`config.mk`:
```
export PLATFORM = sky130hd
export DESIGN_NAME = retire_ctrl
export DESIGN_NICKNAME = d
export VERILOG_FILES = /design/src/rtl/retire_ctrl.sv
export SDC_FILE = /design/constraint.sdc
export NUM_CORES = 1
export LEC_CHECK = 0
export CAP_MARGIN = 10
export CORE_ASPECT_RATIO = 0.5
export CORE_MARGIN = 2
export CORE_UTILIZATION = 55
export CTS_CLUSTER_DIAMETER = 100
export DETAILED_ROUTE_END_ITERATION = 10
export PLACE_DENSITY_LB_ADDON = 0.2
export SLEW_MARGIN = 20
export SYNTH_ARGS = -nofsm -noshare
export SYNTH_HDL_FRONTEND = slang
export SYNTH_SLANG_ARGS = --single-unit
```
`constraint.sdc`:
```
create_clock -name clock -period 6.9 [get_ports clock]
set_input_delay 1.38 -clock clock [delete_from_list [all_inputs] [get_ports clock]]
set_output_delay 1.38 -clock clock [all_outputs]
set_load 0.02 [all_outputs]
```
`src/rtl/retire_ctrl.sv`:
```
// Retire sequencer: retires up to two completed ROB head entries per cycle into a
// small write buffer that drains one entry per cycle to the regfile; handles squash and halt.
module retire_ctrl #(
  parameter int unsigned XLEN     = 32,
  parameter int unsigned WB_DEPTH = 4
) (
  input  logic            clock,
  input  logic            reset_n,
  input  logic            h0_valid,
  input  logic            h1_valid,
  input  logic            h0_complete,
  input  logic            h1_complete,
  input  logic [4:0]      h0_r,
  input  logic [4:0]      h1_r,
  input  logic [XLEN-1:0] h0_V,
  input  logic [XLEN-1:0] h1_V,
  input  logic            h0_mispred,
  input  logic            h1_mispred,
  input  logic [XLEN-1:0] h0_target,
  input  logic [XLEN-1:0] h1_target,
  input  logic            h0_halt,
  input  logic            h1_halt,
  output logic [1:0]      rob_retire_cnt,
  output logic            wb_regfile_en,
  output logic [4:0]      wb_regfile_idx,
  output logic [XLEN-1:0] wb_regfile_data,
  output logic            squash,
  output logic [XLEN-1:0] redirect_pc,
  input  logic [4:0]      q_idx,
  output logic            q_hit,
  output logic [XLEN-1:0] q_data,
  output logic            halted
);

  localparam int unsigned PW = $clog2(WB_DEPTH);
  localparam int unsigned CW = PW + 1;

  typedef enum logic [1:0] {RUN, SQUASH, HALT_DRAIN, HALTED} state_t;

  state_t          state, state_nxt;
  logic [XLEN-1:0] redirect_nxt;

  logic [4:0]      buf_r [WB_DEPTH];
  logic [XLEN-1:0] buf_v [WB_DEPTH];
  logic [PW-1:0]   head, tail, tail1;
  logic [CW-1:0]   count, free, need0, need1;
  logic            lane0, lane1, push0, push1, pop;

  // Slot accounting credits the entry draining this cycle.
  assign free  = CW'(WB_DEPTH) - count + CW'(count != '0);
  assign need0 = CW'(h0_r != 5'd0);
  assign need1 = CW'(h1_r != 5'd0);

  assign lane0 = (state == RUN) && reset_n && h0_valid && h0_complete && (free >= need0);
  assign lane1 = lane0 && !h0_mispred && !h0_halt && h1_valid && h1_complete &&
                 (free >= need0 + need1);

  assign push0 = lane0 && (h0_r != 5'd0);
  assign push1 = lane1 && (h1_r != 5'd0);
  assign pop   = (count != '0);
  assign tail1 = push0 ? tail + PW'(1) : tail;

  assign rob_retire_cnt  = 2'(lane0) + 2'(lane1);
  assign wb_regfile_en   = pop;
  assign wb_regfile_idx  = pop ? buf_r[head] : 5'd0;
  assign wb_regfile_data = pop ? buf_v[head] : '0;
  assign squash          = (state == SQUASH);
  assign halted          = (state == HALTED);

  // State register
  always_ff @(posedge clock or negedge reset_n) begin
    if (!reset_n) begin
      state       <= RUN;
      redirect_pc <= '0;
    end else begin
      state       <= state_nxt;
      redirect_pc <= redirect_nxt;
    end
  end

  // Next state; the last retiring lane decides squash/halt, halt winning over mispred
  always_comb begin
    state_nxt    = state;
    redirect_nxt = redirect_pc;
    case (state)
      RUN: begin
        if (lane1) begin
          if (h1_halt) begin
            state_nxt = HALT_DRAIN;
          end else if (h1_mispred) begin
            state_nxt    = SQUASH;
            redirect_nxt = h1_target;
          end
        end else if (lane0) begin
          if (h0_halt) begin
            state_nxt = HALT_DRAIN;
          end else if (h0_mispred) begin
            state_nxt    = SQUASH;
            redirect_nxt = h0_target;
          end
        end
      end
      SQUASH:     state_nxt = RUN;
      HALT_DRAIN: if (count == '0) state_nxt = HALTED;
      HALTED:     state_nxt = HALTED;
      default:    state_nxt = RUN;
    endcase
  end

  // Write buffer: lane 0 pushes ahead of lane 1 to keep program order
  always_ff @(posedge clock or negedge reset_n) begin
    if (!reset_n) begin
      head  <= '0;
      tail  <= '0;
      count <= '0;
      for (int i = 0; i < int'(WB_DEPTH); i++) begin
        buf_r[i] <= 5'd0;
        buf_v[i] <= '0;
      end
    end else begin
      if (pop) head <= head + PW'(1);
      if (push0) begin
        buf_r[tail] <= h0_r;
        buf_v[tail] <= h0_V;
      end
      if (push1) begin
        buf_r[tail1] <= h1_r;
        buf_v[tail1] <= h1_V;
      end
      tail  <= tail + PW'(push0) + PW'(push1);
      count <= count - CW'(pop) + CW'(push0) + CW'(push1);
    end
  end

  // Bypass: scan oldest to youngest so the youngest match wins
  always_comb begin
    q_hit  = 1'b0;
    q_data = '0;
    for (int i = 0; i < int'(WB_DEPTH); i++) begin
      if ((CW'(i) < count) && (q_idx != 5'd0) && (buf_r[head + PW'(i)] == q_idx)) begin
        q_hit  = 1'b1;
        q_data = buf_v[head + PW'(i)];
      end
    end
  end

endmodule
```
==> metrics.md, run 1 <==
| Metric | Value |
|---|---|
| Commonest non-fill, non-tap cell in the layout | `mux2_2` |
| Io pins | `260` |
| Power Dens Cells | `230.3 nW/um2` |
| Clock Latency Late Sink | `approximately 0.45 ns` |
| Initial DRC count | `slightly above 900` |
| WHS Path Cells | `2` |
| Post-synthesis instance total | `1327` |
| Min Tclk post-route | `roughly 6.5 ns` |
| CP cell instances | `clkdlybuf4s50_1 > nor3_1 > a211oi_1 > a21oi_1 > nor4_4 > buf_12 > a211oi_1 > a222oi_1 > clkdlybuf4s50_1` |
| Hold Vio Cnt, Final | `0` |
| RSZ-0062 raised after global routing | `false` |
| Crit path largest cell delay | `between 0.9 and 1 ns` |
| Row Count | `42` |
| Crit Path Category | `input pin to output pin` |
| Drt wl/cell | `~22 um` |
| Max-slew violations | `0` |
| Post-synth EDFFs | `0` |
| Async SR Flop Fraction | `between 90% and 100%` |
| Clock Path Buffers | `2` |
| Reg2reg path depth | `12` |
| Largest net degree at the start of global routing | `82` |
| GR Util All Layers | `approximately 30%` |
| Chip width | `about 230 um` |
| Status | `finished, final reports clean` |
| Max Cap Violations | `0` |
| Lkg Pwr | `a little over 8 nW` |
| CP max stage cell | `nor4_4` |
| Slew margin rel. | `approximately a quarter` |
| Pre-antenna DRT Iters | `6` |
| TNS Setup | `0 ns` |
| Hold_buf cts | `0` |
| Hold Path Class | `flip-flop to flip-flop` |
| Setup Buffers After CTS | `0` |
| Antenna diode count | `0` |
| HP Start | `redirect_pc[19]$_DFFE_PN0P_` |
| Endpoints failing setup | `0` |
| Vias in the first global route | `around 12000` |
| Layout cells sized above 1 | `between 30% and 40%` |
| Flop-to-flop setup slack | `2.62 ns` |
| Gpl congestion | `between 0.8 and 0.9` |
| WP data required | `about 5.5 ns` |
| H-tree depth | `4` |
| Fill cell count | `approximately 2000` |
| Post-synthesis sequential area ratio | `approximately a third` |
| Fmax | `between 150 and 200 MHz` |
| DR vias/cell | `between 6 and 7` |
| Area Overhead vs Synth | `23.08%` |
| R2r endpoint | `buf_r[19]$_DFF_PN0_` |
| Final Cycle Share | `between 90 and 100%` |
| Die Y | `~120 um` |
| Crit path capture type | `output pin` |
| Top_reg_cell synth | `dfrtp_1` |
| Hold endpoint | `redirect_pc[19]$_DFFE_PN0P_` |
| Post-route cell area | `~18000 um2` |
| Max VDD drop | `around 0.00017 V` |
| Final WL | `between 40 and 50 mm` |
| Yosys reg bits | `roughly 190` |
| Synth unique cells | `slightly below 60` |
| Cell Area, Synth | `around 15000 um2` |
| Resize count post-CTS | `0` |
| Worst Path Arrival | `~5 ns` |
| CP Launch Type | `input pin` |
| FF+latch area | `around 4700 um2` |
| Final nets | `around 1700` |
| Reg2reg start | `count[2]$_DFF_PN0_` |
| Post-route DRC | `0` |
| Slew @ Worst Pin | `approximately 1.1 ns` |
| Final Skew | `~0.008 ns` |
| CTS tree | `built` |
| Placed wire-length estimate | `around 27 mm` |
| Area used by multi-input combinational logic | `just over 9000 um2` |
| Crit path from | `q_idx[0]` |
| Core box area | `about 26000 um2` |
| Via count | `11835` |
| ANT nets after route | `0` |
| First-pass GRT wire length | `~65 mm` |
| Syn. warnings | `0` |
| Die footprint | `roughly 28000 um2` |
| CP max FO | `39` |
| CTS clk-pin slew, worst paths | `approximately 0.070 ns` |
| CTS buffer count | `17` |
| Placed cell areas | `roughly 17000 um2` |
| Initial antenna violation count | `0` |
| CTS Sinks | `~190` |
| Most frequent cells in the layout | `332 x mux2_2, 258 x clkdlybuf4s50_1, 187 x dfrtp_1, 104 x nor2_1, 80 x inv_1` |
| Initial Util | `between 50% and 60%` |
| Synthesized area per cell | `~11 um2` |
| Number of buffers added on ports | `259` |
| GRT overflow | `0` |
| Syn Nets | `about 1500` |
| Root Buffer | `clkbuf_16` |
-- flip-flops by register name (all words and copies together), names as in the netlist --
signal / count
state: 2
buf_r: 20
redirect_pc: 32
head: 2
buf_v: 128
tail: 2
count: 3
-- per-layer routing --
layer | GRT usage [%] | share of wire (%) | vias to the layer above
met3 | 5.939 | 6.7 | 82
met2 | 49.98 | 49 | 474
met1 | 38.54 | 42 | 5966
li1 | - | - | 5313
met4 | 12.07 | 2.6 | 0
met5 | 0 | 0 | -
-- per-stage QoR --
step | util (%) | power, mW | setup slack, ns | hold slack (ns) | std cells
floorplan | - | 2.506 | 1.929 | 0.4891 | 1327
global placement | 66.16 | 3.094 | 0.5445 | 0.5085 | 1851
detailed placement | 66.26 | 3.147 | 0.4775 | 0.5173 | 1852
CTS | 68.48 | 4.151 | 0.4648 | 0.5372 | 1884
global route | 68.50 | 4.360 | 0.3053 | 0.5678 | 1884
finish | 68.50 | 4.144 | 0.4189 | 0.5295 | 1884
-- worst max path at each step --
| stage | cells past startpoint | endpoint |
|---|---|---|
| 5_1_grt | 9 | q_data[0] |
| 2_1_floorplan | 8 | q_data[0] |
| 3_5_place_dp | 9 | q_data[30] |
| 4_1_cts | 9 | q_data[30] |
| 6_report | 9 | q_data[0] |
| 3_3_place_gp | 9 | q_data[30] |
-- final cells by class --
cell class                 count  area share, %
clock buffer                  20          2.426
clock inverter                12         0.8134
inverter                      83          1.731
multi-input combinational    944          50.38
sequential                   189          26.32
tap                          352          2.447
timing repair buffer         284          15.88
-- power by group --
part / leakage [nW] / switching (mW) / internal, mW
registers: 2.61 / 0.157 / 1.13
clock network: 0.280 / 0.442 / 0.567
logic: 5.28 / 1.03 / 0.823
total: 8.17 / 1.62 / 2.52
-- Yosys cell counts, drive strengths merged (2+ instances only) --
library cell | number | area share (%)
a211oi | 36 | 1.9
a21oi | 71 | 2.5
a222oi | 32 | 2.2
and3 | 3 | 0.13
buf | 59 | 2.7
clkbuf | 52 | 1.4
dfrtp | 189 | 32
ha | 18 | 1.5
inv | 82 | 2.1
mux2 | 332 | 26
mux2i | 78 | 5.4
mux4 | 72 | 11
nand2 | 55 | 1.4
nand2b | 2 | 0.086
nand3 | 7 | 0.24
nor2 | 105 | 2.7
nor3 | 12 | 0.41
o21ai | 37 | 1.3
or3 | 4 | 0.17
or4 | 33 | 1.7
xnor2 | 20 | 1.2
xor2 | 7 | 0.47
-- cells by family after synthesis --
group | count (synthesis) | synth area share, %
muxes | 482 | 42.18
buffers and inverters | 194 | 6.186
xor gates and xnor gates | 27 | 1.669
and+or+nand+nor | 228 | 7.256
DFF | 189 | 32.34
AOI/OAI and AO/OA | 188 | 8.694
adders and majority gates | 19 | 1.677
-- critical path, delay by kind of cell --
| kind | cells | cell delay, ns |
|---|---|---|
| compound gates | 4 | 0.92 |
| buf+inv | 3 | 1.69 |
| simple gates | 2 | 1.07 |
No activity file was read; power rests on OpenSTA's default activity.
==> inputs of run 2 (changes only) <==
--- a/config.mk
+++ b/config.mk
@@ -5,7 +5,6 @@
 export SDC_FILE = /design/constraint.sdc
 export NUM_CORES = 1
 export LEC_CHECK = 0
-export CAP_MARGIN = 10
 export CORE_ASPECT_RATIO = 0.5
 export CORE_MARGIN = 2
 export CORE_UTILIZATION = 55
==> results of run 2 <==
No change in the layout: final DEF, timing and power equal those of run 1.
